File: config.mk
export PLATFORM = sky130hd
export DESIGN_NAME = iter_muldiv
export DESIGN_NICKNAME = d
export VERILOG_FILES = /design/src/rtl/iter_muldiv.sv
export SDC_FILE = /design/constraint.sdc
export NUM_CORES = 1
export LEC_CHECK = 0
export CAP_MARGIN = 20
export CORE_UTILIZATION = 40
export DETAILED_ROUTE_END_ITERATION = 12
export PLACE_DENSITY = 0.63
export SLEW_MARGIN = 20
export SYNTH_ARGS = -nofsm -noshare
export SYNTH_HDL_FRONTEND = slang
export SYNTH_SLANG_ARGS = --single-unit
File: constraint.sdc
create_clock -name clk -period 3.8 [get_ports clk]
set_input_delay 0.57 -clock clk [delete_from_list [all_inputs] [get_ports clk]]
set_output_delay 0.57 -clock clk [all_outputs]
set_load 0.01 [all_outputs]
File: src/rtl/iter_muldiv.sv
// Iterative multiply/divide unit: radix-2 shift-add MUL, restoring DIV.
// Fixed latency of WIDTH+3 cycles, with cancel and divide-by-zero bypass.
module iter_muldiv #(
  parameter int WIDTH = 32
) (
  input  logic             clk,
  input  logic             rst_n,
  input  logic             start,
  input  logic [1:0]       op,
  input  logic [WIDTH-1:0] operand_1,
  input  logic [WIDTH-1:0] operand_2,
  input  logic             cancel,
  output logic             busy,
  output logic             done,
  output logic [WIDTH-1:0] hi,
  output logic [WIDTH-1:0] lo,
  output logic             div_zero
);

  localparam int CW = $clog2(WIDTH) + 1;
  localparam logic [CW-1:0] LAST = CW'(WIDTH - 1);

  typedef enum logic [1:0] {
    IDLE  = 2'd0,
    CALC  = 2'd1,
    FIXUP = 2'd2,
    DONE  = 2'd3
  } state_t;

  state_t state;
  state_t state_nxt;

  logic [CW-1:0]    cnt;
  logic             is_div;
  logic             neg_q;
  logic             neg_r;
  logic             dz;
  logic [WIDTH-1:0] mag_b;
  logic [WIDTH-1:0] acc_hi;
  logic [WIDTH-1:0] acc_lo;

  logic             accept;
  logic             op_signed;
  logic             a_neg;
  logic             b_neg;
  logic             zero_div;
  logic [WIDTH-1:0] a_mag;
  logic [WIDTH-1:0] b_mag;

  logic [WIDTH:0]     mul_sum;
  logic [WIDTH:0]     div_shift;
  logic [WIDTH:0]     div_diff;
  logic               div_ge;
  logic [2*WIDTH-1:0] prod;
  logic [2*WIDTH-1:0] prod_neg;

  assign op_signed = ~op[0];
  assign a_neg     = op_signed & operand_1[WIDTH-1];
  assign b_neg     = op_signed & operand_2[WIDTH-1];
  assign a_mag     = a_neg ? -operand_1 : operand_1;
  assign b_mag     = b_neg ? -operand_2 : operand_2;
  assign zero_div  = op[1] & (operand_2 == '0);
  assign accept    = (state == IDLE) & start & ~cancel;

  // acc_lo holds the multiplier (shifted out) or the dividend (shifted in)
  assign mul_sum   = {1'b0, acc_hi}
                   + (acc_lo[0] ? {1'b0, mag_b} : '0);
  assign div_shift = {acc_hi, acc_lo[WIDTH-1]};
  assign div_diff  = div_shift - {1'b0, mag_b};
  assign div_ge    = div_shift >= {1'b0, mag_b};
  assign prod      = {acc_hi, acc_lo};
  assign prod_neg  = -prod;

  always_ff @(posedge clk or negedge rst_n) begin
    if (!rst_n) begin
      state <= IDLE;
    end else begin
      state <= state_nxt;
    end
  end

  always_comb begin
    state_nxt = state;
    if (cancel) begin
      state_nxt = IDLE;
    end else begin
      unique case (state)
        IDLE: begin
          if (start) state_nxt = zero_div ? FIXUP : CALC;
        end
        CALC: begin
          if (cnt == LAST) state_nxt = FIXUP;
        end
        FIXUP:   state_nxt = DONE;
        DONE:    state_nxt = IDLE;
        default: state_nxt = IDLE;
      endcase
    end
  end

  always_comb begin
    busy = (state != IDLE);
  end

  always_ff @(posedge clk or negedge rst_n) begin
    if (!rst_n) begin
      cnt    <= '0;
      is_div <= 1'b0;
      neg_q  <= 1'b0;
      neg_r  <= 1'b0;
      dz     <= 1'b0;
      mag_b  <= '0;
      acc_hi <= '0;
      acc_lo <= '0;
    end else if (accept) begin
      cnt    <= '0;
      is_div <= op[1];
      neg_q  <= a_neg ^ b_neg;
      neg_r  <= a_neg;
      dz     <= zero_div;
      unique case (1'b1)
        zero_div: begin
          acc_hi <= operand_1;
          acc_lo <= '1;
          mag_b  <= '0;
        end
        op[1] & ~zero_div: begin
          acc_hi <= '0;
          acc_lo <= a_mag;
          mag_b  <= b_mag;
        end
        ~op[1]: begin
          acc_hi <= '0;
          acc_lo <= b_mag;
          mag_b  <= a_mag;
        end
        default: begin
          acc_hi <= '0;
          acc_lo <= '0;
          mag_b  <= '0;
        end
      endcase
    end else if (state == CALC) begin
      cnt <= cnt + CW'(1);
      if (is_div) begin
        acc_hi <= div_ge ? div_diff[WIDTH-1:0]
                         : div_shift[WIDTH-1:0];
        acc_lo <= {acc_lo[WIDTH-2:0], div_ge};
      end else begin
        {acc_hi, acc_lo} <= {mul_sum, acc_lo[WIDTH-1:1]};
      end
    end else if (state == FIXUP && !dz) begin
      if (is_div) begin
        acc_lo <= neg_q ? -acc_lo : acc_lo;
        acc_hi <= neg_r ? -acc_hi : acc_hi;
      end else if (neg_q) begin
        {acc_hi, acc_lo} <= prod_neg;
      end
    end
  end

  // a cancel landing on DONE suppresses delivery entirely
  always_ff @(posedge clk or negedge rst_n) begin
    if (!rst_n) begin
      done     <= 1'b0;
      hi       <= '0;
      lo       <= '0;
      div_zero <= 1'b0;
    end else begin
      done <= (state == DONE) & ~cancel;
      if (state == DONE && !cancel) begin
        hi       <= acc_hi;
        lo       <= acc_lo;
        div_zero <= dz;
      end
    end
  end

endmodule

### Word level (Yosys, flattened, before mapping)

Cells that the tools add are included.

* bits in registers: 174
* latch bits: 0
* memory bits (writable): 0
* bits in read-only memories: 0
* bits of input ports: 70
* output and inout port bits: 67
* logic and storage cells: 83
* memories: 0

* add/sub/neg operators: 8
* multipliers: 0
* divide/modulo/power cells: 0
* magnitude comparators: 1
* equal/unequal tests: 7
* shift operators: 0
* mux-type cells: 28
* bitwise gates (word level): 12
* reduce and logical (&&, ||, !) cells: 14

Operators by type and width (number)
* two-way mux 32 bit: 19
* negation 32 bit: 4
* case mux 32 bit (3 select lines): 1
* negation 64 bit: 1
* case mux 32 bit (2 select lines): 1
* adder 32 x 32 -> 33 bit: 1
* >= comparator 33 x 32 -> 1 bit: 1
* zero test 32 bit: 1
* subtractor 32 bit: 1
* two-way mux 6 bit: 2
* two-way mux 2 bit: 4
* case mux 2 bit (4 select lines): 1
* AND 1 bit: 7
* adder 6 x 1 -> 6 bit (second input constant): 1
* == test 6 x 5 -> 1 bit (second input constant): 1
* != test 3 bit (second input constant): 2
* nonzero test 3 bit: 2
* == test 2 bit (second input constant): 2
* != test 4 x 1 -> 1 bit (second input constant): 1
* NOT 1 bit: 4
* AND reduction 2 bit: 2
* nonzero test 2 bit: 2
* nonzero test 4 bit: 1
* AND reduction 3 bit: 1
* other kinds (5): 7

### Longest topological paths before layout

Gate-level depths: netlist of the first run.

* depth after elaboration: 6
* gate-level depth with buffers: 15
* gate-level depth less buffers: 14

### Worst setup path before layout of the first run

OpenSTA, ideal clock, no wires.

* path kind: register to register
* from: reg acc_lo[0]
* to: reg acc_hi[27]
* data arrival time: 3.551 ns
* path slack: 0.166 ns
* stages on the path, launching flop included: 15
* buffers on the path: 1
* period minus slack after synthesis: 3.634 ns
* cell sequence: dfrtp_1 inv_1 buf_1 nor2_1 ha_1 nand3_1 o211ai_1 nand3_1 and3_1 or4b_2 and2_1 o21ai_0 nand3_1 mux2_2 o21ai_0

* cells in the longest elaborated chain, start to end: 6
* elaborated cells on any way between the ends: 9

Ends and longest elaborated chain
* start: declaration: RTL line 40 `logic [WIDTH-1:0] acc_lo;`
* start signal: assignment: RTL line 129 `acc_lo <= a_mag;`
* start signal: assignment: RTL line 134 `acc_lo <= b_mag;`
* start signal: assignment: RTL line 148 `acc_lo <= {acc_lo[WIDTH-2:0], div_ge};`
* negation 64 bit: RTL line 72 `assign prod_neg = -prod;`
* two-way mux 32 bit: RTL line 156 `end else if (neg_q) begin`
* two-way mux 32 bit: RTL line 153 `if (is_div) begin`
* two-way mux 32 bit: RTL line 152 `end else if (state == FIXUP && !dz) begin`
* two-way mux 32 bit *: RTL line 143 `end else if (state == CALC) begin`
* two-way mux 32 bit *: RTL line 115 `end else if (accept) begin`
* end signal: assignment: RTL line 146 `acc_hi <= div_ge ? div_diff[WIDTH-1:0]`
* end signal: assignment: RTL line 155 `acc_hi <= neg_r ? -acc_hi : acc_hi;`
* end signal: assignment: RTL line 157 `{acc_hi, acc_lo} <= prod_neg;`
* end: declaration: RTL line 39 `logic [WIDTH-1:0] acc_hi;`

Every way passes the cells marked *; elsewhere a longest branch is shown, timed or not. The select of a mux whose other input is x is not followed.
A chain may end at the register's enable or synchronous reset.

### Worst setup path in the final report of the first run

* from: reg acc_lo[31]
* to: reg acc_hi[26]

Same word-level chain as after synthesis.

==> flow_metrics.env, run 1 <==
export IMPL_synth_seq_cells=174
export IMPL_fin_crit_sh_pct=94.2
export IMPL_ant_nets=0
export IMPL_cts_sinks=174
export IMPL_fin_crit_ns=3.58
export IMPL_leakagePower_nw=7.77
export IMPL_max_freq_mhz=279
export IMPL_drtPass1Iterations=6
export IMPL_cp_required_ns=4.14
export IMPL_async_reset_ff_share_pct=100
export IMPL_cp_max_fo=3
export IMPL_gp_congestion=1.03
export IMPL_rsz0062_at_grt="no"
export IMPL_dp_hpwl_mm=43.5
export IMPL_hp_class="in2async"
export IMPL_io_buffer_count=136
export IMPL_status="finished, final reports clean"
export IMPL_grt_busiest_layer="met2"
export IMPL_core_rowCount=70
export IMPL_grt_use_met3_pct=5.45
export IMPL_final_layout_size_suffix_gt1_share_pct=13.3
export IMPL_clock_latency_ns=0.47
export IMPL_synth_area_per_cell_sq_um=7.95
export IMPL_wl_per_cell_um=22.2
export IMPL_syn_area_sq_um=15000
export IMPL_numCtsBuffers=17
export IMPL_skew_ns=0.0147
export IMPL_hold_viol=0
export IMPL_fin_tns_setup_ns=0
export IMPL_multi_input_area_sq_um=10000
export IMPL_first_global_vias=14800
export IMPL_synth_top_area_share_pct=28.9
export IMPL_yosysTopAreaCell="dfrtp_1"
export IMPL_path_buf_inv=3
export IMPL_cp_end_kind="flip-flop"
export IMPL_ys_types=79
export IMPL_critPathTopFamily="compound AO/OA/AOI/OAI gates"
export IMPL_yosysSeqAreaShare_pct=28.9
export IMPL_io_pin_count=137
export IMPL_irDropWorstVdd_v=0.000476
export IMPL_worst_setup_path_type="reg2reg"
export IMPL_clk_pin_slew_ns=0.08
export IMPL_antenna_found_initial=2
export IMPL_grtUsageMet1_pct=39.1
export IMPL_power_density_nw_per_um2=946
export IMPL_drt_wl_total_mm=56.4
export IMPL_slew_violations=0
export IMPL_htree_levels=4
export IMPL_die_height_um=196
export IMPL_overflow=0
export IMPL_max_cap_violations=0
export IMPL_layout_common_cells="nand2_1, nor2_1, o21ai_0"
export IMPL_cp_data_arrival_time_ns=3.92
export IMPL_synthCells=1891
export IMPL_ys_flop_type="dfrtp_1"
export IMPL_regArea_sq_um=4360
export IMPL_vias_per_cell=6.13
export IMPL_slew_headroom_pct=38.5
export IMPL_layout_nets=2207
export IMPL_synth_area_leaders="dfrtp_1, ha_1, o21ai_0"
export IMPL_track_usage_pct=29.3
export IMPL_cp_common_cell="inv_1"
export IMPL_yosys_warnings=0
export IMPL_drcViolationCount=0
export IMPL_drt_iter0_drc=1735
export IMPL_start_kind="flip-flop"
export IMPL_initial_core_util_pct=40.9
export IMPL_path_cells="inv_1 > ha_1 > inv_1 > fa_1 > a21o_1 > nand4_1 > a21boi_0 > o211ai_1 > nand2_1 > a311oi_1 > buf_4 > nor3_1 > xnor2_1 > nor2_1 > or3_1"
export IMPL_critPathSlowestCell="fa_1"
export IMPL_grt_max_degree=82
export IMPL_nFillCells=3612
export IMPL_worstMarginPinSlew_ns=0.923
export IMPL_final_common_cell="nand2_1"
export IMPL_grt_pass1_wl_mm=86.5
export IMPL_synth_nets=2036
export IMPL_power_mw=17.3
export IMPL_cts_root_buffer="clkbuf_16"
export IMPL_dieArea_sq_um=38400
export IMPL_core_sq_um=36800
export IMPL_num_vias=15600
export IMPL_fp_dieW_um=196
export IMPL_synthToLayoutAreaGrowth_pct=21.5
export IMPL_setup_viol=0
export IMPL_tritoncts="yes"
export IMPL_synth_edf_count=0
export IMPL_max_stage_delay_ns=0.41
export IMPL_met2_usage_pct=45.4
export IMPL_clock_path_buffers=2
power breakdown:
group | switching, mW | internal [mW]
Sequential | 0.907 | 2.70
Combinational | 6.77 | 5.09
Clock | 0.944 | 0.882
Total | 8.62 | 8.67
worst paths after layout:
kind / from / endpoint / slack [ns] / cells after the start
max in group asynchronous: rst_n / acc_hi[20] / 2.83 / 2
max reg2reg: acc_lo[31] / acc_hi[26] / 0.22 / 15
max: acc_lo[31] / acc_hi[26] / 0.22 / 15
min: rst_n / hi[23] / 0.1 / 1
min in group clk: op[1] / is_div / 0.39 / 3
min reg2reg: hi[30] / hi[30] / 0.48 / 2
cells by family (layout without fill, tap and decap cells):
family	Yosys count	in the layout	share of synthesized area (%)
compound gates	592	592	24.8
flops	174	174	28.9
simple gates	606	606	18.7
other cells	0	1	0
mux	106	106	7.68
xor+xnor	151	151	8.79
buf+inv	187	371	4.77
fa+ha+maj	75	75	6.34
state kept, by name, summed over array words and instances (netlist names):
signal	cells
cnt	6
neg_q	1
neg_r	1
done	1
mag_b	32
state	2
lo	32
hi	32
div_zero	1
is_div	1
acc_hi	32
acc_lo	32
dz	1
stage by stage:
step	setup slack, ns	cell area, sq um	utilization, %	hold WS, ns	std cells
after floorplan	0.166	15000	-	0.274	1891
final	0.220	18300	49.7	0.0961	2544
after global placement	0.130	17700	48.0	0.464	2511
after global routing	0.00886	18300	49.7	0.174	2544
after detailed placement	0.0542	17700	48.0	0.473	2511
after CTS	0.0739	18300	49.6	0.196	2543
layout make-up:
type                            instances  share of cell area [%]
Multi-Input combinational cell       1530                    54.9
Timing Repair Buffer                  272                    13.5
Antenna cell                            1                  0.0137
Inverter                               67                    1.38
Clock buffer                           17                    2.33
Tap cell                              468                    3.20
Sequential cell                       174                    23.8
Clock inverter                         15                   0.924
worst reg2reg max path: cells and delay by family (launching register included):
| kind | cells | cell delay [ns] |
|---|---|---|
| and+or+nand+nor | 5 | 0.77 |
| AOI/OAI and AO/OA | 4 | 0.95 |
| DFF | 1 | 0.40 |
| xor gates and xnor gates | 1 | 0.29 |
| adders and majority gates | 2 | 0.61 |
| buffers and inverters | 3 | 0.44 |
cell usage after synthesis, types with 5 or more instances:
| cell type | number |
|---|---|
| nand2_1 | 195 |
| mux2i_1 | 31 |
| nor2b_1 | 10 |
| a31oi_1 | 31 |
| o2bb2ai_1 | 7 |
| a211oi_1 | 14 |
| a21o_1 | 37 |
| dfrtp_1 | 174 |
| mux2_2 | 74 |
| a21oi_1 | 142 |
| o211ai_1 | 48 |
| o221ai_1 | 5 |
| nor2_1 | 181 |
| xnor2_1 | 85 |
| o311ai_0 | 8 |
| nand3_1 | 30 |
| nor4_1 | 13 |
| a311oi_1 | 6 |
| inv_1 | 66 |
| clkbuf_1 | 93 |
| nor3_1 | 72 |
| a22oi_1 | 6 |
| o21a_1 | 9 |
| and3_1 | 11 |
| o22ai_1 | 8 |
| nand2b_1 | 13 |
| o21bai_1 | 7 |
| buf_1 | 21 |
| or2_2 | 6 |
| o211a_1 | 5 |
| ha_1 | 73 |
| o31ai_1 | 18 |
| and2_1 | 7 |
| a221oi_1 | 12 |
| and4_1 | 5 |
| nand4_1 | 17 |
| o21ai_0 | 180 |
| or3_1 | 12 |
| or4_1 | 12 |
| xor2_1 | 66 |
layer usage:
metal	part of all wire, %	routed length [um]
met5	0	0
met2	44	24900
met1	42	23900
met3	8.4	4710
met4	5.2	2950
timing repair:
item | 4_1_cts | 5_1_grt
gates resized for setup | 1 | 9
setup buffers | 0 | 0
setup endpoints to repair | 1 | 13
hold buffers | 0 | 0
pin swaps | 0 | 2
Note: power is estimated with default switching activity, not from simulation.
==> run 2, diff against run 1 <==
- CELL_PAD_IN_SITES_DETAIL_PLACEMENT: default -> 1
- CELL_PAD_IN_SITES_GLOBAL_PLACEMENT: default -> 1
- PLACE_DENSITY: 0.63 -> 0.8
- REMOVE_ABC_BUFFERS: default -> 1
==> flow_metrics.env, run 2 (synthesized netlist as in run 1, its figures left out) <==
export IMPL_path_cells="inv_1 > ha_1 > nand2_1 > o21ai_0 > a41oi_1 > o221ai_1 > a211oi_4 > buf_12 > buf_4 > o311ai_0 > o21ai_0 > a31oi_1"
export IMPL_initial_core_util_pct=40.9
export IMPL_io_pin_count=137
export IMPL_track_usage_pct=31.7
export IMPL_nFillCells=4471
export IMPL_clkPwrFrac_pct=10.6
export IMPL_slew_violations=0
export IMPL_setup_viol=0
export IMPL_dieArea_sq_um=38400
export IMPL_grt_max_degree=101
export IMPL_hp_class="in2async"
export IMPL_core_rowCount=70
export IMPL_vias_per_cell=6.25
export IMPL_htree_levels=4
export IMPL_first_global_vias=16200
export IMPL_antenna_found_initial=1
export IMPL_critPathSlowestCell="o311ai_0"
export IMPL_power_internal_mw=8.63
export IMPL_max_cap_violations=0
export IMPL_tritoncts="yes"
export IMPL_skew_ns=0.0161
export IMPL_num_vias=15800
export IMPL_max_stage_delay_ns=0.53
export IMPL_post_cts_buffers=0
export IMPL_drtPass1Iterations=5
export IMPL_cp_common_cell="o21ai_0"
export IMPL_layout_nets=2198
export IMPL_cp_required_ns=4.18
export IMPL_cp_data_arrival_time_ns=4.00
export IMPL_postLayoutCoreUtil_pct=49.3
export IMPL_crit_path_start="mag_b[27]"
export IMPL_fin_crit_ns=3.62
export IMPL_p_seq_share_pct=21.4
export IMPL_cts_root_buffer="clkbuf_16"
export IMPL_io_buffer_count=136
export IMPL_numCtsBuffers=17
export IMPL_switching_share_pct=50.3
export IMPL_layout_common_cells="nand2_1, nor2_1, o21ai_0"
export IMPL_worstMarginPinSlew_ns=0.965
export IMPL_grt_pass1_wl_mm=93.9
export IMPL_status="finished, final reports clean"
export IMPL_switchingPower_mw=8.75
export IMPL_core_sq_um=36800
export IMPL_pwr_share_comb_pct=68.1
export IMPL_dp_hpwl_mm=46.7
export IMPL_cp_max_fo=14
export IMPL_fin_crit_sh_pct=95.3
export IMPL_max_freq_mhz=276
export IMPL_holdWs_ns=0.230
export IMPL_cts_resized=0
export IMPL_holdBufCountCts=0
export IMPL_power_density_nw_per_um2=958
export IMPL_drt_iter0_drc=1129
export IMPL_gp_congestion=0.943
export IMPL_cp_end_kind="flip-flop"
export IMPL_leakagePower_nw=7.71
export IMPL_fp_dieW_um=196
export IMPL_synthToLayoutAreaGrowth_pct=20.6
export IMPL_clock_path_buffers=2
export IMPL_fin_tns_setup_ns=0
export IMPL_slew_headroom_pct=35.4
export IMPL_clk_pin_slew_ns=0.08
export IMPL_drcViolationCount=0
export IMPL_rsz0062_at_grt="no"
export IMPL_r2r_start="mag_b[27]"
export IMPL_overflow=0
export IMPL_worst_setup_path_type="reg2reg"
export IMPL_final_common_cell="nand2_1"
export IMPL_cts_sinks=174
export IMPL_start_kind="flip-flop"
export IMPL_ant_nets=0
export IMPL_hold_viol=0
export IMPL_wl_per_cell_um=23.9
export IMPL_final_layout_size_suffix_gt1_share_pct=12.8
export IMPL_drt_wl_total_mm=60.6
export IMPL_clock_latency_ns=0.47
export IMPL_irDropWorstVdd_v=0.000435
export IMPL_die_height_um=196
run 2: cell types whose count changed in the layout (fill, tap and decap cells not counted), sizes merged:
cell / before / now
buf: 137 / 128
bufinv: 0 / 1
clkbuf: 18 / 20
clkinv: 7 / 6
clkinvlp: 2 / 1
inv: 73 / 72
run 2: path summary, 6_finish.rpt:
| check | end | slack [ns] | depth (start not counted) |
|---|---|---|---|
| max reg2reg | acc_hi[19] | 0.18 | 12 |
| max | acc_hi[19] | 0.18 | 12 |
| min reg2reg | mag_b[20] | 0.49 | 2 |
| min in group clk | is_div | 0.40 | 3 |
| max in group asynchronous | hi[19] | 2.72 | 2 |
| min | acc_lo[26] | 0.23 | 1 |
run 2: through the flow:
stage / total power [mW] / cells / setup WS [ns] / cell area (sq um)
floorplan: 10.6 / 1771 / -1.85 / 14600
global placement: 14.8 / 2502 / 0.160 / 17600
detailed placement: 15.2 / 2502 / 0.0860 / 17600
CTS: 17.2 / 2534 / 0.0548 / 18100
global route: 18.6 / 2535 / 0.00879 / 18100
finish: 17.4 / 2535 / 0.178 / 18100
run 2: per-layer routing:
metal / part of all wire [%] / up-vias / track usage, % / wire length (um)
met2: 46 / 604 / 52.0 / 28000
met4: 4.2 / 0 / 13.8 / 2550
met1: 43 / 7932 / 41.4 / 26300
met5: 0 / - / 0 / 0
met3: 6.0 / 134 / 4.66 / 3640
li1: - / 7171 / - / -
run 2: critical path: cells and delay by family, from the launching register on:
kind | cells | cell delay, ns
buf+inv | 3 | 0.45
simple gates | 1 | 0.10
compound gates | 7 | 2.19
fa+ha+maj | 1 | 0.43
flops | 1 | 0.35
run 2: power groups by stage:
stage	sequential (mW)	combinational [mW]	clock [mW]
3_5_place_dp	3.71	11.5	0
6_report	3.71	11.8	1.84
4_1_cts	3.69	11.6	1.85
2_1_floorplan	3.68	6.90	0
5_1_grt	3.83	12.8	1.93
3_3_place_gp	3.67	11.1	0
run 2: layout make-up:
type	instances	area [sq um]	share of cell area (%)
multi-input cells	1530	10000	55.2
diodes	1	2.50	0.0138
clock buffers	19	443	2.44
repair buffers	263	2350	13.0
flip-flops and latches	174	4360	24.0
well taps	468	586	3.23
clock inverters	13	130	0.717
inverters	67	251	1.39
